## src/rtl/scalar_product_pkg.sv

```systemverilog
// Shared definitions for the sequential dot-product engine: FSM encoding and
// the width helpers used to size the accumulator, counter and result.
package scalar_product_pkg;

  typedef enum logic [1:0] {
    ST_IDLE = 2'd0,
    ST_BUSY = 2'd1,
    ST_DONE = 2'd2
  } sp_state_t;

  function automatic int clog2(input int value);
    int result;
    result = 0;
    for (int w = 1; w < value; w = w * 2) begin
      result++;
    end
    return result;
  endfunction

  function automatic int prod_width(input int nbits);
    return 2 * nbits;
  endfunction

  // Wide enough to hold the exact sum of ndata full-width products.
  function automatic int acc_width(input int nbits, input int ndata);
    return prod_width(nbits) + clog2(ndata);
  endfunction

  function automatic int default_nout(input int nbits, input int ndata);
    return acc_width(nbits, ndata);
  endfunction

  function automatic int ctr_width(input int nchunk);
    return (nchunk > 1) ? clog2(nchunk) : 1;
  endfunction

  function automatic bit lanes_divide(input int ndata, input int nlanes);
    return (nlanes > 0) && (ndata >= nlanes) && ((ndata % nlanes) == 0);
  endfunction

endpackage

```

## src/rtl/mac_lane.sv

```systemverilog
// One Nbits x Nbits multiplier lane; operands are widened per Signed so a
// plain 2*Nbits multiply yields the correct product in either mode.
module mac_lane
  import scalar_product_pkg::*;
#(
  parameter int Nbits  = 4,
  parameter bit Signed = 1'b0
) (
  input  logic [Nbits-1:0]             i_a,
  input  logic [Nbits-1:0]             i_b,
  output logic [prod_width(Nbits)-1:0] o_prod
);

  localparam int PRODW = prod_width(Nbits);

  logic [PRODW-1:0] w_a_ext;
  logic [PRODW-1:0] w_b_ext;

  generate
    if (Signed) begin : g_signed
      assign w_a_ext = {{Nbits{i_a[Nbits-1]}}, i_a};
      assign w_b_ext = {{Nbits{i_b[Nbits-1]}}, i_b};
    end else begin : g_unsigned
      assign w_a_ext = {{Nbits{1'b0}}, i_a};
      assign w_b_ext = {{Nbits{1'b0}}, i_b};
    end
  endgenerate

  // Truncating to 2*Nbits is exact for two's complement as well.
  assign o_prod = w_a_ext * w_b_ext;

endmodule

```

## src/rtl/scalar_product_mac.sv

```systemverilog
// Sequential dot product: Nlanes element pairs per cycle, exact accumulator,
// valid/ready on input and output, result held until the consumer takes it.
module scalar_product_mac
  import scalar_product_pkg::*;
#(
  parameter int Nbits  = 4,
  parameter int Ndata  = 4,
  parameter int Nlanes = 1,
  parameter bit Signed = 1'b0,
  parameter int Nout   = default_nout(Nbits, Ndata)
) (
  input  logic                   clk,
  input  logic                   rst,
  input  logic [Ndata*Nbits-1:0] A,
  input  logic [Ndata*Nbits-1:0] B,
  input  logic                   in_valid,
  output logic                   in_ready,
  output logic [Nout-1:0]        out,
  output logic                   out_valid,
  input  logic                   out_ready
);

  localparam int NCHUNK      = Ndata / Nlanes;
  localparam int PRODW       = prod_width(Nbits);
  localparam int ACCW        = acc_width(Nbits, Ndata);
  localparam int CNTW        = ctr_width(NCHUNK);
  localparam int VECW        = Ndata * Nbits;
  localparam int STEPW       = Nlanes * Nbits;
  localparam int TREE_DEPTH  = clog2(Nlanes);
  localparam int TREE_LEAVES = 1 << TREE_DEPTH;
  localparam logic [CNTW-1:0] LAST_CHUNK = CNTW'(NCHUNK - 1);

  generate
    if (!lanes_divide(Ndata, Nlanes)) begin : g_cfg_error
      $error("scalar_product_mac: Ndata must be a positive multiple of Nlanes");
    end
  endgenerate

  sp_state_t r_state;
  sp_state_t w_state_next;

  logic [VECW-1:0] r_a;
  logic [VECW-1:0] r_b;
  logic [ACCW-1:0] r_acc;
  logic [CNTW-1:0] r_chunk;
  logic [Nout-1:0] r_out;

  logic            w_accept;
  logic            w_last;
  logic [ACCW-1:0] w_chunk_sum;
  logic [ACCW-1:0] w_acc_sum;
  logic [Nout-1:0] w_out_next;
  logic [PRODW-1:0] w_prod [Nlanes];

  // ---------------------------------------------------------------- lanes
  // Operands shift down one chunk per cycle, so lane gi always sees the
  // low slots; element 0 is consumed first.
  generate
    for (genvar gi = 0; gi < Nlanes; gi++) begin : g_lane
      mac_lane #(
        .Nbits  (Nbits),
        .Signed (Signed)
      ) u_lane (
        .i_a    (r_a[gi*Nbits +: Nbits]),
        .i_b    (r_b[gi*Nbits +: Nbits]),
        .o_prod (w_prod[gi])
      );
    end
  endgenerate

  // Balanced adder tree, padded with zero leaves up to a power of two.
  generate
    for (genvar gl = 0; gl <= TREE_DEPTH; gl++) begin : g_level
      localparam int NODES = TREE_LEAVES >> gl;
      logic [NODES-1:0][ACCW-1:0] w_node;
      if (gl == 0) begin : g_leaf
        for (genvar gi = 0; gi < NODES; gi++) begin : g_slot
          if (gi >= Nlanes) begin : g_pad
            assign w_node[gi] = '0;
          end else if (Signed) begin : g_sext
            assign w_node[gi] = ACCW'($signed(w_prod[gi]));
          end else begin : g_zext
            assign w_node[gi] = ACCW'(w_prod[gi]);
          end
        end
      end else begin : g_add
        for (genvar gi = 0; gi < NODES; gi++) begin : g_pair
          assign w_node[gi] = g_level[gl-1].w_node[2*gi] + g_level[gl-1].w_node[2*gi+1];
        end
      end
    end
  endgenerate

  assign w_chunk_sum = g_level[TREE_DEPTH].w_node[0];
  assign w_acc_sum   = r_acc + w_chunk_sum;

  generate
    if (Nout <= ACCW) begin : g_out_wrap
      assign w_out_next = w_acc_sum[Nout-1:0];
    end else if (Signed) begin : g_out_sext
      assign w_out_next = Nout'($signed(w_acc_sum));
    end else begin : g_out_zext
      assign w_out_next = Nout'(w_acc_sum);
    end
  endgenerate

  // ---------------------------------------------------------------- FSM
  always_ff @(posedge clk) begin
    if (rst) begin
      r_state <= ST_IDLE;
    end else begin
      r_state <= w_state_next;
    end
  end

  always_comb begin
    w_state_next = r_state;
    case (r_state)
      ST_IDLE: if (in_valid) w_state_next = ST_BUSY;
      ST_BUSY: if (r_chunk == LAST_CHUNK) w_state_next = ST_DONE;
      ST_DONE: if (out_ready) w_state_next = ST_IDLE;
      default: w_state_next = ST_IDLE;
    endcase
  end

  always_comb begin
    in_ready  = (r_state == ST_IDLE) && !rst;
    out_valid = (r_state == ST_DONE);
  end

  assign w_accept = in_valid && in_ready;
  assign w_last   = (r_state == ST_BUSY) && (r_chunk == LAST_CHUNK);

  // ---------------------------------------------------------------- datapath
  always_ff @(posedge clk) begin
    if (rst) begin
      r_a     <= '0;
      r_b     <= '0;
      r_acc   <= '0;
      r_chunk <= '0;
      r_out   <= '0;
    end else if (w_accept) begin
      r_a     <= A;
      r_b     <= B;
      r_acc   <= '0;
      r_chunk <= '0;
    end else if (r_state == ST_BUSY) begin
      r_a     <= r_a >> STEPW;
      r_b     <= r_b >> STEPW;
      r_acc   <= w_acc_sum;
      r_chunk <= r_chunk + 1'b1;
      if (w_last) begin
        r_out <= w_out_next;
      end
    end
  end

  assign out = r_out;

endmodule

```

## config.mk

```make
export PLATFORM = sky130hd
export DESIGN_NAME = scalar_product_mac
export DESIGN_NICKNAME = d
export VERILOG_FILES = /design/src/rtl/scalar_product_pkg.sv /design/src/rtl/mac_lane.sv /design/src/rtl/scalar_product_mac.sv
export SDC_FILE = /design/constraint.sdc
export NUM_CORES = 1
export LEC_CHECK = 0
export CORE_MARGIN = 3
export CORE_UTILIZATION = 40
export DETAILED_ROUTE_END_ITERATION = 16
export RECOVER_POWER = 25
export SLEW_MARGIN = 5
export SYNTH_ARGS = -nofsm -noshare
export SYNTH_HDL_FRONTEND = slang
export SYNTH_HIERARCHICAL = 1
export SYNTH_SLANG_ARGS = --single-unit
```

## constraint.sdc

```tcl
create_clock -name clk -period 3.9 [get_ports clk]
set_input_delay 0.585 -clock clk [delete_from_list [all_inputs] [get_ports clk]]
set_output_delay 0.585 -clock clk [all_outputs]
set_load 0.02 [all_outputs]
```

==> results.txt, run 1 <==
The flow ran to the end, and the final reports show no timing, DRC or antenna violations. The number of optimization iterations in the first detailed-route pass came out at 7. The placed wire-length estimate came out at 4.925 mm. Buffers inserted during clock tree synthesis total 5. The count of distinct cell types in the synthesized netlist is 45. The most frequently used cell type in the post-synthesis netlist is nand2_1. TritonCTS built the clock tree.

By startpoint and endpoint, the worst setup path is classified as flip-flop to flip-flop. In this run the tool buffered the top-level ports with between 40 and 50 buffer cells. The floorplan has 31 rows. The via count of the first global-routing pass came out at 2412. The cell-internal power came out at 803.0 uW.

The overflow left after global routing is 0. The first global-routing pass estimated 11.50 mm of wire. The wire length per cell came out at ~14 um. Summing internal, switching and leakage power gives 1.117 mW. The final worst slack came out at 110.5 ps.

In the routed design, unresolved DRC markers number 0. VDD sags by at most 153.0 uV. The worst register-to-register path has a depth of 14. The clock insertion delay at the later pin of the skew report is 310 ps. For the pin with the worst max-slew slack, the measured transition is 975.2 ps. Counting the fill cells in the layout gives 768. The switching power is 313.8 uW. The number of setup buffers added after CTS is 0. The hold violation count in the final report came out at 0. In this run, flip-flops and latches consume 54.9% of the power. The synthesis warning total is 6. In this run the biggest area consumer among cell types represents between 30 and 40% of the synthesized area. The count of antenna-violating nets left after detailed routing is 0. The worst slack at placement is -52.35 ps.

The maximum number of pins on one net before global-route repair is 55. The die is 92.77 um wide. The number of I/O pins came out at 48. The data arrival at the endpoint of the critical path is about 4100 ps. The clock edge transition at the registers on the reported setup and hold paths is ~100 ps. The leakage power of the design came out at ~1.5 nW.

The largest buffer count on any clock path came out at 2. The overall die height is 92.77 um. Of all cell types, the one taking the most synthesized area is dfxtp_1.

STA puts the critical path data required time at between 4000 and 5000 ps. By count the netlist is led by nand2_1, dfxtp_1, a21oi_1. The maximum fanout encountered on the critical timing path came out at 5.

The H-tree was split into 2 levels. The layout overhead on the synthesized area is 21.98%. The kind of end point of the critical path is a flip-flop.

The startpoint of the worst-slack reg-to-reg timing path is r_a[0]. The count of antenna diodes in the layout is 0. The number of enable-type register cells in the synthesized netlist came out at 0.

The most critical setup path has its endpoint at out[8]. After routing, the total negative slack on setup checks comes to 0 ps. The register-to-register setup slack is around 110 ps. The global-route usage over all layers came out at 16.37%. Net switching is between 20% and 30% of the power. The clock network fraction of design power came out at 29.2%. The starting density of the core is between 40 and 50%. The synthesized cell area is 0.003012 sq mm. The most frequently used flop master after synthesis is dfxtp_1. In the global route stage, met2 resource usage came out at 23.94%. In this run, synthesis produced a sequential element count of 56. The final net count came out at 463. The power per cell area is 304.0 mW/mm^2. The clock root buffer master is clkbuf_8.

The number of vias per cell came out at 5.156. The sequential element share of the synthesized area came out at 37.22%. At the end of routability-driven placement, the weighted congestion stood at around 0.86. The max-cap violation count is 0. Synthesis handed over a netlist of roughly 360 instances. Including well taps, the total number of placed cells is roughly 500.

The mean post-synth cell area came out at 8.342 sq um. The register area is 0.001126 sq mm. The quantity of hold-fixing buffers added after cts came out at 0. The total die area is 0.008606 sq mm.

The number of nets in the synthesized netlist is 423. The count of routing violations after the opening detailed-route iteration came out at between 100 and 150. The final layout contains routed wiring with a total length of ~7.0 mm. Static timing analysis puts the maximum clock frequency at between 200 and 300 MHz. The proportion of register bits with asynchronous set or reset after synthesis is 0%. The routing usage on met1 came out at 24.46%. The worst setup skew after layout came out at 2.509 ps.

The number of antenna violations at the first check in global routing is 0. The busiest metal layer after global routing is met1. The total number of vias is around 2600. The relative max-transition margin came out at 34.99%. The final instance count without filler cells is 501. The max-slew violation total from the final report is 0. The placeable core region came out at 0.007292 sq mm. Cells with a size suffix above 1 make up 8.458% of the layout.

The worst register-to-register path ends at out[8]. The final critical path time including I/O delays and setup is 3789 ps. Setup violations remaining at the end of the flow were counted as 0. The number of sinks handled by clock tree synthesis is 56. In this run the worst hold path is classified as flip-flop to flip-flop. The multi-input combinational cells in the finished layout cover a total of roughly 0.0018 sq mm. The part of the cycle the worst path needs came out at between 90% and 100%. For this run, global-route usage on met3 was measured as 2.762%.

The startpoint of the worst setup timing path is r_a[0]. STA classifies the critical path startpoint as a flip-flop. The logic gate share of total power is roughly 16%. Ranked by total cell area, the synthesized netlist is headed by dfxtp_1, nand2_1, ha_1.
[power groups by stage]
| stage | Clock (mW) | Combinational (mW) | Sequential [mW] |
|---|---|---|---|
| 2_1_floorplan | 0 | 0.112 | 0.623 |
| 3_3_place_gp | 0 | 0.177 | 0.626 |
| 3_5_place_dp | 0 | 0.178 | 0.626 |
| 4_1_cts | 0.338 | 0.179 | 0.614 |
| 5_1_grt | 0.365 | 0.198 | 0.617 |
| 6_report | 0.327 | 0.177 | 0.613 |
[sequential cells by signal, indices dropped and copies added, names as in the netlist]
signal   count
out         10
r_a         16
r_acc       10
r_b         16
r_chunk      2
r_state      2
[logic make-up after synthesis]
group / count (synthesis) / synth area share, %
buffers and inverters: 28 / 4.155
and+or+nand+nor: 145 / 23.06
AOI/OAI and AO/OA: 97 / 20.86
muxes: 1 / 0.3324
DFF: 56 / 37.22
adders and majority gates: 26 / 12.05
xor gates and xnor gates: 8 / 2.327
[critical path, stage by stage, from the launching register on]
cell and delay, ps:
dfxtp_2 340, nand2_1 80, fa_1 540, inv_1 50, fa_2 560, ha_1 250
a211oi_2 280, nor3_1 90, or3b_1 430, ha_4 320, nand2_2 70, o21ai_2 150
a21oi_2 60, or4_1 420, nand3_1 90
[metrics by stage]
stage / hold WS (ps) / util [%] / instance area, sq um
4_1_cts: 462.6 / 50.03 / 3649
5_1_grt: 484.0 / 50.38 / 3674
3_5_place_dp: 447.1 / 48.75 / 3555
2_1_floorplan: 436.0 / - / 3012
3_3_place_gp: 444.7 / 48.75 / 3555
6_report: 457.7 / 50.38 / 3674
[layer usage]
| metal | wire, um | vias up |
|---|---|---|
| met5 | 0 | - |
| met4 | 83 | 0 |
| li1 | - | 1345 |
| met3 | 200 | 5 |
| met1 | 3650 | 1189 |
| met2 | 3034 | 44 |
[layout by cell type, fill, tap and decap left out, types with 8 or more instances in the layout]
cell type,Yosys,routed
and2_1,14,13
clkdlybuf4s50_1,0,36
dlygate4sd3_1,0,10
nand2_1,74,73
dfxtp_1,56,52
a21oi_1,49,47
nand3_1,14,14
a311oi_1,8,8
ha_1,21,19
a22oi_1,16,16
nor2_1,17,16
[timing repair]
action / CTS / global route
gates resized for setup: 2 / 13
endpoints found under the setup margin: 2 / 7
pin swaps: 0 / 4
[area by class of cell]
class,instances,area share (%)
multi-input cells,277,48.81
flip-flops and latches,56,30.65
repair buffers,54,14.10
well taps,99,3.372
clock buffers,6,1.975
inverters,7,0.7153
clock inverters,2,0.3747
[worst min path at each step]
stage | start | to | cells after the start
2_1_floorplan | r_a[10] | r_a[10] | 2
3_3_place_gp | r_b[8] | r_b[8] | 2
3_5_place_dp | out[4] | out[4] | 2
4_1_cts | out[4] | out[4] | 2
5_1_grt | r_acc[6] | r_acc[6] | 2
6_report | out[4] | out[4] | 2
Note: power is estimated with default switching activity, not from simulation.
==> run 2, diff against run 1 <==
--- a/config.mk
+++ b/config.mk
@@ -5,10 +5,10 @@
 export SDC_FILE = /design/constraint.sdc
 export NUM_CORES = 1
 export LEC_CHECK = 0
+export CORE_ASPECT_RATIO = 1.4
 export CORE_MARGIN = 3
 export CORE_UTILIZATION = 40
 export DETAILED_ROUTE_END_ITERATION = 16
-export RECOVER_POWER = 25
 export SLEW_MARGIN = 5
 export SYNTH_ARGS = -nofsm -noshare
 export SYNTH_HDL_FRONTEND = slang
==> run 2 against run 1 <==
Fmax is 0.80% higher. Clock power is 16% higher. Via count rose by 3.0%. Cell area up 1.4%. Clock skew grew 11 ps. Critical path depth stayed put. Core utilization grew 1.9 points. Combinational power about the same. Die area up 0.17%. Sequential cell count did not move.
==> results.txt, run 2 (synthesized netlist as in run 1, its figures left out) <==
The flow ran to the end, and the final reports show no timing, DRC or antenna violations. OpenSTA, run right after detailed placement, puts the worst setup slack at -45.32 ps. The count of antenna diodes in the layout came out at 0. The cell sitting at the root of the clock tree is a clkbuf_8. The total overflow left after global routing is 0. The count of routing violations after the opening detailed-route iteration is 105.

The max-slew violation total from the final report is 0. The total die area is roughly 0.0086 sq mm. The worst hold path begins at r_a[10]. After detailed placement, the design holds a cell count of 490. The worst hold path endpoint is r_a[10].

The startpoint type of the worst setup path is a flip-flop. The total power draw came out at 1.171 mW. The number of antenna violations at the first check in global routing came out at 0. The number of cells on the worst reg-to-reg path is 14. The library cell used most frequently in the layout, excluding fill and tap cells, is nand2_1.

The quantity of hold-fixing buffers added after cts is 0. The global-route usage over all layers came out at 17.22%. The endpoint identified for the worst register-to-register timing path is out[9]. The DRC violation count after routing came out at 0. The longest clock path from root to sink contains 2 buffers.

The relative max-transition margin came out at 45.23%. The layout overhead on the synthesized area is 23.64%. The worst-case IR drop observed on VDD is 302.1 uV. The clock edge transition at the registers on the reported setup and hold paths came out at 100 ps. From left edge to right edge, the die measures 79.34 um. The total number of vias is between 2000 and 3000.

In the final layout, the registers with the most flip-flops are r_a x16, r_b x16. The worst setup skew after layout came out at 13.30 ps. The count of buffers from port buffering came out at 47. The via count of the first global-routing pass came out at ~2600. After layout, the worst path uses a little over nine tenths of the clock period.

The clock insertion delay at the later pin of the skew report is 320 ps. The worst hold path belongs to the class flip-flop to flip-flop. The number of I/O pins is 48. TritonCTS built the clock tree. The congestion estimate from routability-driven global placement came to 0.7906. The wire length per cell came out at about 14 um. The critical path required time came out at 4170 ps. The proportion of layout cells with a drive suffix above 1 is 8.621%. The hold violation count in the final report came out at 0.

The count of antenna-violating nets left after detailed routing came out at 0. Summed over all cells, the static leakage comes to around 1.5 nW. The maximum fanout encountered on the critical timing path is 4. The number of optimization iterations in the first detailed-route pass is 6. The layout has 750 filler cells.

The worst hold path was traced through 2 stages. The slew at the pin with the worst max-slew slack came out at around 820 ps. The maximum level of the CTS H-tree is 2. The data arrival at the endpoint of the critical path is 4030 ps. The total routed wirelength is 7.180 mm. The total clock buffers created by CTS is 5. Subtracting the final worst setup slack from the clock period gives 3759 ps.

The critical path is of the flip-flop to flip-flop type. The starting density of the core came out at 42.32%. The final-layout setup total negative slack came out at 0 ps.

The final net count came out at 467. The placed wire-length estimate came out at between 5 and 6 mm. The worst register-to-register path begins at r_a[0].

The die is 108.7 um tall. The final instance count without filler cells is 501. The maximum number of pins on one net before global-route repair is a little under 50. The worst register-to-register path has a setup slack of 140 ps. The tool flagged a number of max-cap violations equal to 0. The clock drives 56 sinks. The final worst slack came out at between 100 and 150 ps. The first global-routing pass estimated 11.90 mm of wire. Leaving out fill and tap cells, the most frequent cells in the layout are nand2_1, dfxtp_1, a21oi_1.

The number of vias per cell is 5.309. The power per cell area came out at 314.5 mW/mm^2. The worst setup path is captured at a flip-flop. After floorplanning, the core was sized to cover 0.007117 sq mm. For this run, the top clock speed supported by timing is 266.0 MHz. The final number of setup-violating endpoints is 0.

The number of cell rows came out at 36.
-- run 2: changes by cell type in the layout (fill, tap and decap cells not counted), sizes merged --
cell,before,now
buf,8,12
bufinv,0,1
clkdlybuf4s50,36,46
dlygate4sd3,10,0
inv,8,7
-- run 2: power breakdown --
part	total [mW]	switching [mW]	internal (mW)
logic	0.179	0.0988	0.0797
registers	0.614	0.0170	0.597
clock network	0.379	0.188	0.191
total	1.17	0.303	0.868
-- run 2: worst max path at each step --
stage / from / to / slack [ps]
global route: r_b[3] / out[9] / -10
CTS: r_a[0] / out[8] / 20
finish: r_a[0] / out[9] / 140
global placement: r_a[1] / out[8] / 80
floorplan: r_a[0] / out[9] / 140
detailed placement: r_a[1] / out[8] / -50
-- run 2: routing by layer --
layer	up-vias	GRT usage, %	wire length [um]
met3	10	4.215	269
li1	1355	-	-
met1	1259	21.14	3145
met4	0	5.528	106
met2	36	29.52	3659
met5	-	0	0
-- run 2: worst max-delay path, cell delays in order (launching register included) --
cell	delay (ps)
dfxtp_2	340
nand2_1	80
fa_1	530
inv_1	50
fa_2	450
fa_1	480
a21o_1	210
a21oi_2	160
xnor2_1	150
ha_1	290
a21o_1	190
a21o_1	180
a22o_1	280
nor4b_2	220
a211o_1	120
-- run 2: final cells by class --
type / instances / area [sq um] / share of cell area [%]
Clock inverter: 2 / 35.03 / 0.9409
Timing Repair Buffer: 58 / 548.0 / 14.72
Sequential cell: 56 / 1126 / 30.24
Tap cell: 95 / 118.9 / 3.192
Clock buffer: 6 / 72.57 / 1.949
Multi-Input combinational cell: 277 / 1797 / 48.25
Inverter: 7 / 26.28 / 0.7056
-- run 2: timing repair --
item,4_1_cts,5_1_grt
gates resized for setup,2,9
cloned,0,0
buffers inserted,2,1
endpoints found under the setup margin,3,7
pin swaps,3,2
-- run 2: per-stage QoR --
| step | hold slack (ps) | cell area [sq um] | util [%] |
|---|---|---|---|
| after floorplan | 436.0 | 3012 | - |
| after global placement | 443.5 | 3557 | 49.98 |
| after detailed placement | 447.7 | 3557 | 49.98 |
| after CTS | 461.4 | 3694 | 51.90 |
| after global routing | 471.6 | 3724 | 52.32 |
| final | 459.7 | 3724 | 52.32 |
==> run 3, diff against run 2 <==
--- a/config.mk
+++ b/config.mk
@@ -5,6 +5,7 @@
 export SDC_FILE = /design/constraint.sdc
 export NUM_CORES = 1
 export LEC_CHECK = 0
+export CAP_MARGIN = 25
 export CORE_ASPECT_RATIO = 1.4
 export CORE_MARGIN = 3
 export CORE_UTILIZATION = 40
==> results of run 3 <==
Same layout as run 2: the final DEF is identical, and so are final timing and power.
